`src/rtl/serial_add_ctrl.sv`:
```
`timescale 1ns/1ps
`default_nettype none
// ============================================================================
// Module   : serial_add_ctrl
// Purpose  : Two-requester serial adder controller. Arbitrates round-robin
//            between two requesters, then walks the operands one nibble per
//            cycle through an external 4-bit adder, rippling the carry
//            through an internal register. It presents the full sum and
//            carry-out with a one-cycle done pulse.
// Revision : 1.0 - initial release
// ============================================================================
module serial_add_ctrl #(
  parameter int NIB = 4
) (
  input  logic               clk,
  input  logic               rst,
  input  logic               i_req0,
  input  logic               i_req1,
  input  logic [4*NIB-1:0]   i_a0,
  input  logic [4*NIB-1:0]   i_b0,
  input  logic [4*NIB-1:0]   i_a1,
  input  logic [4*NIB-1:0]   i_b1,
  input  logic               i_cin0,
  input  logic               i_cin1,
  output logic               o_gnt0,
  output logic               o_gnt1,
  output logic               o_busy,
  output logic               o_done,
  output logic               o_done_id,
  output logic [4*NIB-1:0]   o_sum,
  output logic               o_cout,
  output logic [3:0]         o_add_a,
  output logic [3:0]         o_add_b,
  output logic               o_add_cin,
  input  logic [3:0]         i_add_sum,
  input  logic               i_add_cout
);

  localparam int c_W  = 4 * NIB;
  localparam int c_IW = (NIB > 1) ? $clog2(NIB) : 1;
  localparam logic [c_IW-1:0] c_LAST = c_IW'(NIB - 1);

  typedef enum logic [1:0] {
    S_IDLE = 2'd0,
    S_RUN  = 2'd1,
    S_DONE = 2'd2
  } state_t;

  state_t             r_state;
  state_t             w_state_next;

  logic [c_W-1:0]     r_a;
  logic [c_W-1:0]     r_b;
  logic               r_cin;
  logic [c_IW-1:0]    r_idx;
  logic               r_carry;
  logic [c_W-1:0]     r_acc;
  logic [c_W-1:0]     r_sum;
  logic               r_cout;
  logic               r_done_id;
  logic               r_id;
  logic               r_last;
  logic               r_gnt0;
  logic               r_gnt1;

  logic               w_start;
  logic               w_run;
  logic               w_last_nib;
  logic               w_win;
  logic [c_W-1:0]     w_a;
  logic [c_W-1:0]     w_b;
  logic               w_cin;
  logic [c_W-1:0]     w_acc_next;
  logic [c_IW+1:0]    w_bit_base;

  // Round-robin winner: a lone request wins; on a tie the requester that was
  // not served last wins (r_last = 1 means requester 1 was served last).
  always_comb begin
    w_win = i_req1;
    if (i_req0 && i_req1) begin
      w_win = ~r_last;
    end
    w_a   = w_win ? i_a1   : i_a0;
    w_b   = w_win ? i_b1   : i_b0;
    w_cin = w_win ? i_cin1 : i_cin0;
  end

  // State register.
  always_ff @(posedge clk) begin
    if (rst) begin
      r_state <= S_IDLE;
    end else begin
      r_state <= w_state_next;
    end
  end

  // Next-state logic and the nibble-adder drive; adder inputs are zero
  // outside RUN.
  always_comb begin
    w_state_next = r_state;
    w_start      = 1'b0;
    w_run        = 1'b0;
    w_last_nib   = 1'b0;
    w_bit_base   = {r_idx, 2'b00};
    o_add_a      = 4'd0;
    o_add_b      = 4'd0;
    o_add_cin    = 1'b0;
    case (r_state)
      S_IDLE: begin
        if (i_req0 || i_req1) begin
          w_start      = 1'b1;
          w_state_next = S_RUN;
        end
      end
      S_RUN: begin
        w_run     = 1'b1;
        o_add_a   = r_a[w_bit_base +: 4];
        o_add_b   = r_b[w_bit_base +: 4];
        o_add_cin = (r_idx == '0) ? r_cin : r_carry;
        if (r_idx == c_LAST) begin
          w_last_nib   = 1'b1;
          w_state_next = S_DONE;
        end
      end
      S_DONE: begin
        w_state_next = S_IDLE;
      end
      default: begin
        w_state_next = S_IDLE;
      end
    endcase
  end

  // Accumulator with the current adder nibble merged in; on the last nibble
  // this is the complete sum.
  always_comb begin
    w_acc_next = r_acc;
    w_acc_next[w_bit_base +: 4] = i_add_sum;
  end

  // Grant pulses and arbitration history.
  always_ff @(posedge clk) begin
    if (rst) begin
      r_gnt0 <= 1'b0;
      r_gnt1 <= 1'b0;
      r_last <= 1'b1;
      r_id   <= 1'b0;
    end else begin
      r_gnt0 <= w_start & ~w_win;
      r_gnt1 <= w_start &  w_win;
      if (w_start) begin
        r_last <= w_win;
        r_id   <= w_win;
      end
    end
  end

  // Operand capture at grant, then per-nibble accumulation and carry ripple.
  always_ff @(posedge clk) begin
    if (rst) begin
      r_a     <= '0;
      r_b     <= '0;
      r_cin   <= 1'b0;
      r_idx   <= '0;
      r_carry <= 1'b0;
      r_acc   <= '0;
    end else if (w_start) begin
      r_a     <= w_a;
      r_b     <= w_b;
      r_cin   <= w_cin;
      r_idx   <= '0;
      r_carry <= 1'b0;
      r_acc   <= '0;
    end else if (w_run) begin
      r_acc   <= w_acc_next;
      r_carry <= i_add_cout;
      r_idx   <= w_last_nib ? '0 : r_idx + c_IW'(1);
    end
  end

  // Visible result only changes on completion, so partial sums never show.
  always_ff @(posedge clk) begin
    if (rst) begin
      r_sum     <= '0;
      r_cout    <= 1'b0;
      r_done_id <= 1'b0;
    end else if (w_last_nib) begin
      r_sum     <= w_acc_next;
      r_cout    <= i_add_cout;
      r_done_id <= r_id;
    end
  end

  assign o_gnt0    = r_gnt0;
  assign o_gnt1    = r_gnt1;
  assign o_busy    = (r_state != S_IDLE);
  assign o_done    = (r_state == S_DONE);
  assign o_done_id = r_done_id;
  assign o_sum     = r_sum;
  assign o_cout    = r_cout;

endmodule
`default_nettype wire

```
`config.mk`:
```
export PLATFORM = sky130hd
export DESIGN_NAME = serial_add_ctrl
export DESIGN_NICKNAME = d
export VERILOG_FILES = /design/src/rtl/serial_add_ctrl.sv
export SDC_FILE = /design/constraint.sdc
export NUM_CORES = 1
export LEC_CHECK = 0
export CORE_ASPECT_RATIO = 0.75
export CORE_MARGIN = 1
export CORE_UTILIZATION = 49
export CTS_BUF_LIST = sky130_fd_sc_hd__clkbuf_2 sky130_fd_sc_hd__clkbuf_4 sky130_fd_sc_hd__clkbuf_8
export CTS_CLUSTER_SIZE = 28
export DETAILED_ROUTE_END_ITERATION = 16
export PLACE_DENSITY = 0.83
export SYNTH_ARGS = -nofsm -noshare
export SYNTH_HDL_FRONTEND = slang
export SYNTH_SLANG_ARGS = --single-unit
```
`constraint.sdc`:
```
create_clock -name clk -period 2.6 [get_ports clk]
set_clock_uncertainty 0.15 [all_clocks]
set_input_delay 0.52 -clock clk [delete_from_list [all_inputs] [get_ports clk]]
set_output_delay 0.52 -clock clk [all_outputs]
set_load 0.02 [all_outputs]
```
## Word-level counts from Yosys, hierarchy flattened

Index checks and enable logic that the tools add are counted.

- Flip-flop bits (word level): 76
- Latch bits: 0
- Bits in writable memories: 0
- ROM bits: 0
- Bits of input ports: 75
- Output and inout port bits: 31
- Word-level logic and storage cells: 54
- Memories kept: 0

- $add $sub $neg: 2
- Multiply operators: 0
- Divide/modulo/power cells: 0
- Magnitude comparators: 0
- Eq/ne operators: 5
- Shift-type cells: 4
- Multiplexer cells: 18
- Bitwise logic cells: 4
- Reductions and logical operators: 7

Operators by type and width:

| operator | count |
|---|---|
| 16-bit 2-to-1 mux | 2 |
| 16-bit by 5-bit indexed part select with 4-bit output | 2 |
| 16-bit bitwise mux | 1 |
| 4-bit by 6-bit variable shift with 16-bit output, first input constant | 1 |
| 4-bit by 6-bit indexed part select with 16-bit output | 1 |
| 1-bit 2-to-1 mux | 9 |
| 4-bit 2-to-1 mux | 2 |
| 2-bit 2-to-1 mux | 3 |
| 4-bit negator with 6-bit output | 1 |
| 2-bit == test, second input constant | 2 |
| 2-bit logical NOT | 2 |
| 2-bit != test, second input constant | 2 |
| 2-bit one-hot mux with 2 select lines | 1 |
| 2-bit by 1-bit adder with 2-bit output, second input constant | 1 |
| 1-bit bitwise AND | 2 |
| 2-bit by 1-bit == test with 1-bit output, second input constant | 1 |
| 1-bit NOT | 2 |
| 2-bit AND reduction | 1 |
| 2-bit nonzero test | 1 |
| 2-bit OR reduction | 1 |
| 1-bit logical AND | 1 |
| 1-bit logical OR | 1 |

## Depth between registers and ports, before layout

- Depth in word-level cells: 4
- Mapped depth: 7
- Gate-level depth less buffers: 5

## Worst setup path before layout

No wires, ideal clock.

- Path kind: register to register
- Start: register r_idx[1]
- End: register r_acc[10]
- Library setup time: 0.075 ns
- Arrival: 2.005 ns
- Data required time: 2.375 ns
- Path slack: 0.369 ns
- Stages on the path, launching flop included: 8
- Buffers on the path: 2
- Period minus slack after synthesis: 2.231 ns
- Cell sequence: dfxtp_1 clkbuf_1 inv_1 ha_1 clkbuf_1 nor4b_2 nand3_1 o22ai_1

- Cells in the longest elaborated chain, start to end: 3
- Elaborated cells on any way between the ends: 4
- Classes of those cells: add/sub: 1; shift: 2; mux: 1

RTL lines:

| element | RTL line | RTL |
|---|---|---|
| from (decl) | 55 | `logic [c_IW-1:0] r_idx;` |
| from (signal assigned) | 177 | `r_idx <= w_last_nib ? '0 : r_idx + c_IW'(1);` |
| 4-bit negator with 6-bit output * | 138 | `w_acc_next[w_bit_base +: 4] = i_add_sum;` |
| 4-bit by 6-bit indexed part select with 16-bit output / 4-bit by 6-bit variable shift with 16-bit output (equally long branches) | 138 |  |
| 16-bit bitwise mux * | 138 |  |
| to (signal assigned) | 175 | `r_acc <= w_acc_next;` |
| to (decl) | 57 | `logic [c_W-1:0] r_acc;` |

Mark *: on every way between the ends. The rest lies on a longest branch, timed or not.
A chain may end at the register's enable or synchronous reset.

## Worst setup path after layout

- Start: register r_idx[0]
- End: output o_add_b[1]

- Cells in the longest elaborated chain, start to end: 2

RTL lines:

| element | RTL line | RTL |
|---|---|---|
| 16-bit by 5-bit indexed part select with 4-bit output | 118 | `o_add_b = r_b[w_bit_base +: 4];` |
| 4-bit 2-to-1 mux | 108 | `case (r_state)` |
| to (decl) | 33 | `output logic [3:0] o_add_b,` |

No other way between the ends.

==> flow_summary.rst <==
.. list-table::
   :header-rows: 1

   * - Metric
     - Value
   * - Overall routing resource usage
     - 0.274
   * - Root buffer cell
     - clkbuf_8
   * - Layout Area Growth over Synthesis
     - 39.7%
   * - Initial Util
     - 0.510
   * - Number of diodes added for antenna fixing
     - 0
   * - Clk_lat worst skew
     - 350 ps
   * - Net switching share of the total power
     - 0.251
   * - Number of instances in the synthesized netlist
     - 382
   * - Vertical die dimension
     - around 75 um
   * - Switch Pwr
     - 0.669 mW
   * - Post-detailed-placement half-perimeter wirelength
     - 6.89 mm
   * - Cell Pwr Density
     - 544 mW/mm^2
   * - Leading cell type in the layout, fill and taps excluded
     - clkdlybuf4s50_1
   * - Synth warnings
     - 0
   * - Full die area
     - around 0.0075 mm^2
   * - Fillers
     - 531
   * - Sequential-to-total area share from yosys stat
     - 0.434
   * - Initial antenna violation count
     - 0
   * - Synth Net Count
     - 463
   * - Number of hold-slack violations in the final timing report
     - 0
   * - Peak supply drop
     - 0.000301 V
   * - Number of levels the H-tree was split into
     - 3
   * - Largest net degree at the start of global routing
     - 32
   * - Relative contribution of the clock network to total power
     - 0.375
   * - Worst relative slew slack
     - 0.570
   * - Average vias per placed instance
     - 5.82
   * - Worst Max-Slew Pin Slew
     - 642 ps
   * - Element type at the critical path end
     - output port
   * - Tmin final
     - 2510 ps
   * - Highest-count cells in the layout ignoring fill and taps
     - clkdlybuf4s50_1 (96), dfxtp_1 (75), inv_1 (34)
   * - Total wirelength of the detailed-routed design
     - slightly below 10 mm
   * - Mapped Avg Cell Area
     - roughly 9 um^2
   * - Area of the core region
     - about 0.0069 mm^2
   * - Pre-antenna DRT Iters
     - 5
   * - Vias in the first global route
     - 3,186
   * - Total Nets Final
     - 567
   * - Share of layout cells above drive strength 1
     - 0.0998
   * - Final setup fails
     - 0
   * - Data required time of the critical path
     - 1930 ps
   * - Number of enable flip-flop cells after synthesis
     - 0
   * - Clock tree from TritonCTS
     - done
   * - Remaining Overflow, GRT
     - 0
   * - Post-Layout Inst Area
     - 0.00489 mm^2
   * - Leakage power summed over all cells
     - 1.92 nW
   * - Achievable clock frequency
     - just under 400 MHz
   * - Largest driver fanout on the critical path
     - 8
   * - Violation count after the first detailed-route iteration
     - 340
   * - Share of async-settable or async-resettable flops after synthesis
     - 0
   * - Number of clock sinks seen by CTS
     - 76
   * - Number of buffers on the longest clock path
     - 2
   * - Instance area at placement
     - 0.00469 mm^2
   * - Status
     - finished, final reports clean
   * - Setup Crit Path Kind
     - reg2out
   * - RSZ-0062 raised after global routing
     - false
   * - Cell-internal power
     - 1.99 mW
   * - Inserted Clock Buffers
     - 9
   * - Number of placement rows
     - 26
   * - Pwr Total
     - 2.66 mW
   * - Combinational power share
     - 0.157
   * - Cell area after synthesis
     - 0.00350 mm^2
   * - Slew Limit Fails
     - 0
   * - Vias
     - 3,428
   * - Area of the multi-input gates
     - 0.00170 mm^2
   * - Fraction of the cycle the final worst path needs
     - 0.967
   * - Number of ports placed on the die boundary
     - 106
   * - DIE WIDTH
     - 99.6 um
   * - Placer's final routability congestion estimate
     - ~0.92
   * - Post-route DRC
     - 0
   * - Clock-pin slew on the worst setup and hold paths
     - 80 ps
   * - Routed wirelength normalized by instance count
     - between 15 and 20 um
   * - Sequential standard cell area
     - around 0.0015 mm^2
   * - Part of the total power dissipated in sequential elements
     - 0.469
   * - Most used flip-flop cell after synthesis
     - dfxtp_1
   * - Quantity of hold-fixing buffers added after cts
     - 0
   * - Remaining antenna violation count
     - 0
   * - Setup TNS
     - 0 ps
   * - Synth unique cells
     - between 40 and 50
   * - Startpoint Class
     - flip-flop
   * - Class of the most critical hold timing path
     - reg2reg
   * - Max capacitance violation total
     - 0
   * - Global-route wire length before repair
     - ~16 mm
   * - Count of input and output buffers
     - 105
   * - Seq cells post-synth
     - 76
   * - Arr. time, crit path
     - 1840 ps
-- Yosys cell counts (2+ instances only) --
master / instances / area, um^2
a211oi_1: 3 / 22.5
a21o_1: 2 / 15.0
a21oi_1: 16 / 80.1
a221o_1: 28 / 280
a22oi_1: 3 / 22.5
a31oi_1: 13 / 81.3
a32oi_1: 4 / 35.0
and2_1: 8 / 50.1
buf_2: 12 / 60.1
buf_6: 3 / 33.8
clkbuf_1: 14 / 52.6
dfxtp_1: 76 / 1520
ha_1: 6 / 75.1
inv_1: 34 / 128
mux2i_1: 2 / 20.0
mux4_2: 7 / 158
nand2_1: 21 / 78.8
nand2b_1: 6 / 37.5
nand3_1: 13 / 65.1
nand3b_1: 5 / 37.5
nand4_1: 5 / 31.3
nor2_1: 10 / 37.5
nor2b_1: 7 / 43.8
nor3_1: 29 / 145
o211ai_1: 5 / 37.5
o21ai_0: 11 / 55.1
o21ai_1: 11 / 55.1
o22ai_1: 12 / 75.1
-- cell type report --
class | instances | area share
Inverter | 34 | 0.0261
Tap cell | 98 | 0.0251
Timing Repair Buffer | 124 | 0.246
Clock inverter | 6 | 0.0182
Clock buffer | 10 | 0.0269
Sequential cell | 76 | 0.311
Multi-Input combinational cell | 241 | 0.347
-- critical path, stage by stage (launching register included) --
cell and delay (ps):
dfxtp_2 360, buf_12 150, mux4_2 490, and2_1 170, dlygate4sd2_1 310
-- what timing repair did --
| action | CTS | global route |
|---|---|---|
| buffers inserted | 0 | 0 |
| endpoints found under the setup margin | 9 | 1 |
| gates resized for setup | 10 | 2 |
-- path summary, 6_finish.rpt --
check	from	end	slack (ps)	cells after the start
setup / recovery	r_idx[0]$_SDFFE_PP0N_	o_add_b[1]	90	4
hold / removal	r_id$_SDFFE_PP0P_	r_id$_SDFFE_PP0P_	310	1
setup reg to reg	r_state[0]$_SDFFE_PP0P_	r_b[9]$_SDFFE_PP0P_	600	6
hold reg to reg	r_id$_SDFFE_PP0P_	r_id$_SDFFE_PP0P_	310	1
-- state kept, by name, indices dropped and copies added, names as in the netlist, 2 cells and up --
name     flops
r_acc       16
r_state      2
r_a         16
r_idx        2
r_b         16
o_sum       16
-- cell families (layout without fill, tap and decap cells) --
| family | Yosys count | in the layout | share of synthesized area |
|---|---|---|---|
| DFF | 76 | 76 | 0.434 |
| AOI/OAI and AO/OA | 112 | 112 | 0.227 |
| and+or+nand+nor | 113 | 113 | 0.178 |
| buffers and inverters | 65 | 174 | 0.0815 |
| muxes | 10 | 10 | 0.0582 |
| adders and majority gates | 6 | 6 | 0.0214 |
-- metrics by stage --
step / hold WS (ps) / std cells / utilization / worst slack [ps]
floorplan: 276 / 382 / - / 369
global placement: 292 / 573 / 0.683 / 168
detailed placement: 295 / 573 / 0.683 / 125
CTS: 316 / 589 / 0.713 / 5.97
global route: 337 / 589 / 0.713 / 23.5
finish: 311 / 589 / 0.713 / 85.7
-- power groups by stage --
stage	clock (mW)	combinational, mW	sequential [mW]
2_1_floorplan	0	0.214	1.27
3_3_place_gp	0	0.406	1.27
3_5_place_dp	0	0.415	1.27
4_1_cts	1.01	0.413	1.25
5_1_grt	1.06	0.446	1.25
6_report	0.998	0.417	1.25
-- metal layers --
metal | global-route usage | share of wire | vias to the layer above | wire (um)
met4 | 0.101 | 0.022 | 0 | 219
met5 | 0 | 0 | - | 0
li1 | - | - | 1620 | -
met2 | 0.450 | 0.46 | 159 | 4610
met3 | 0.0613 | 0.069 | 26 | 686
met1 | 0.360 | 0.45 | 1623 | 4430
Note: power is estimated with default switching activity, not from simulation.
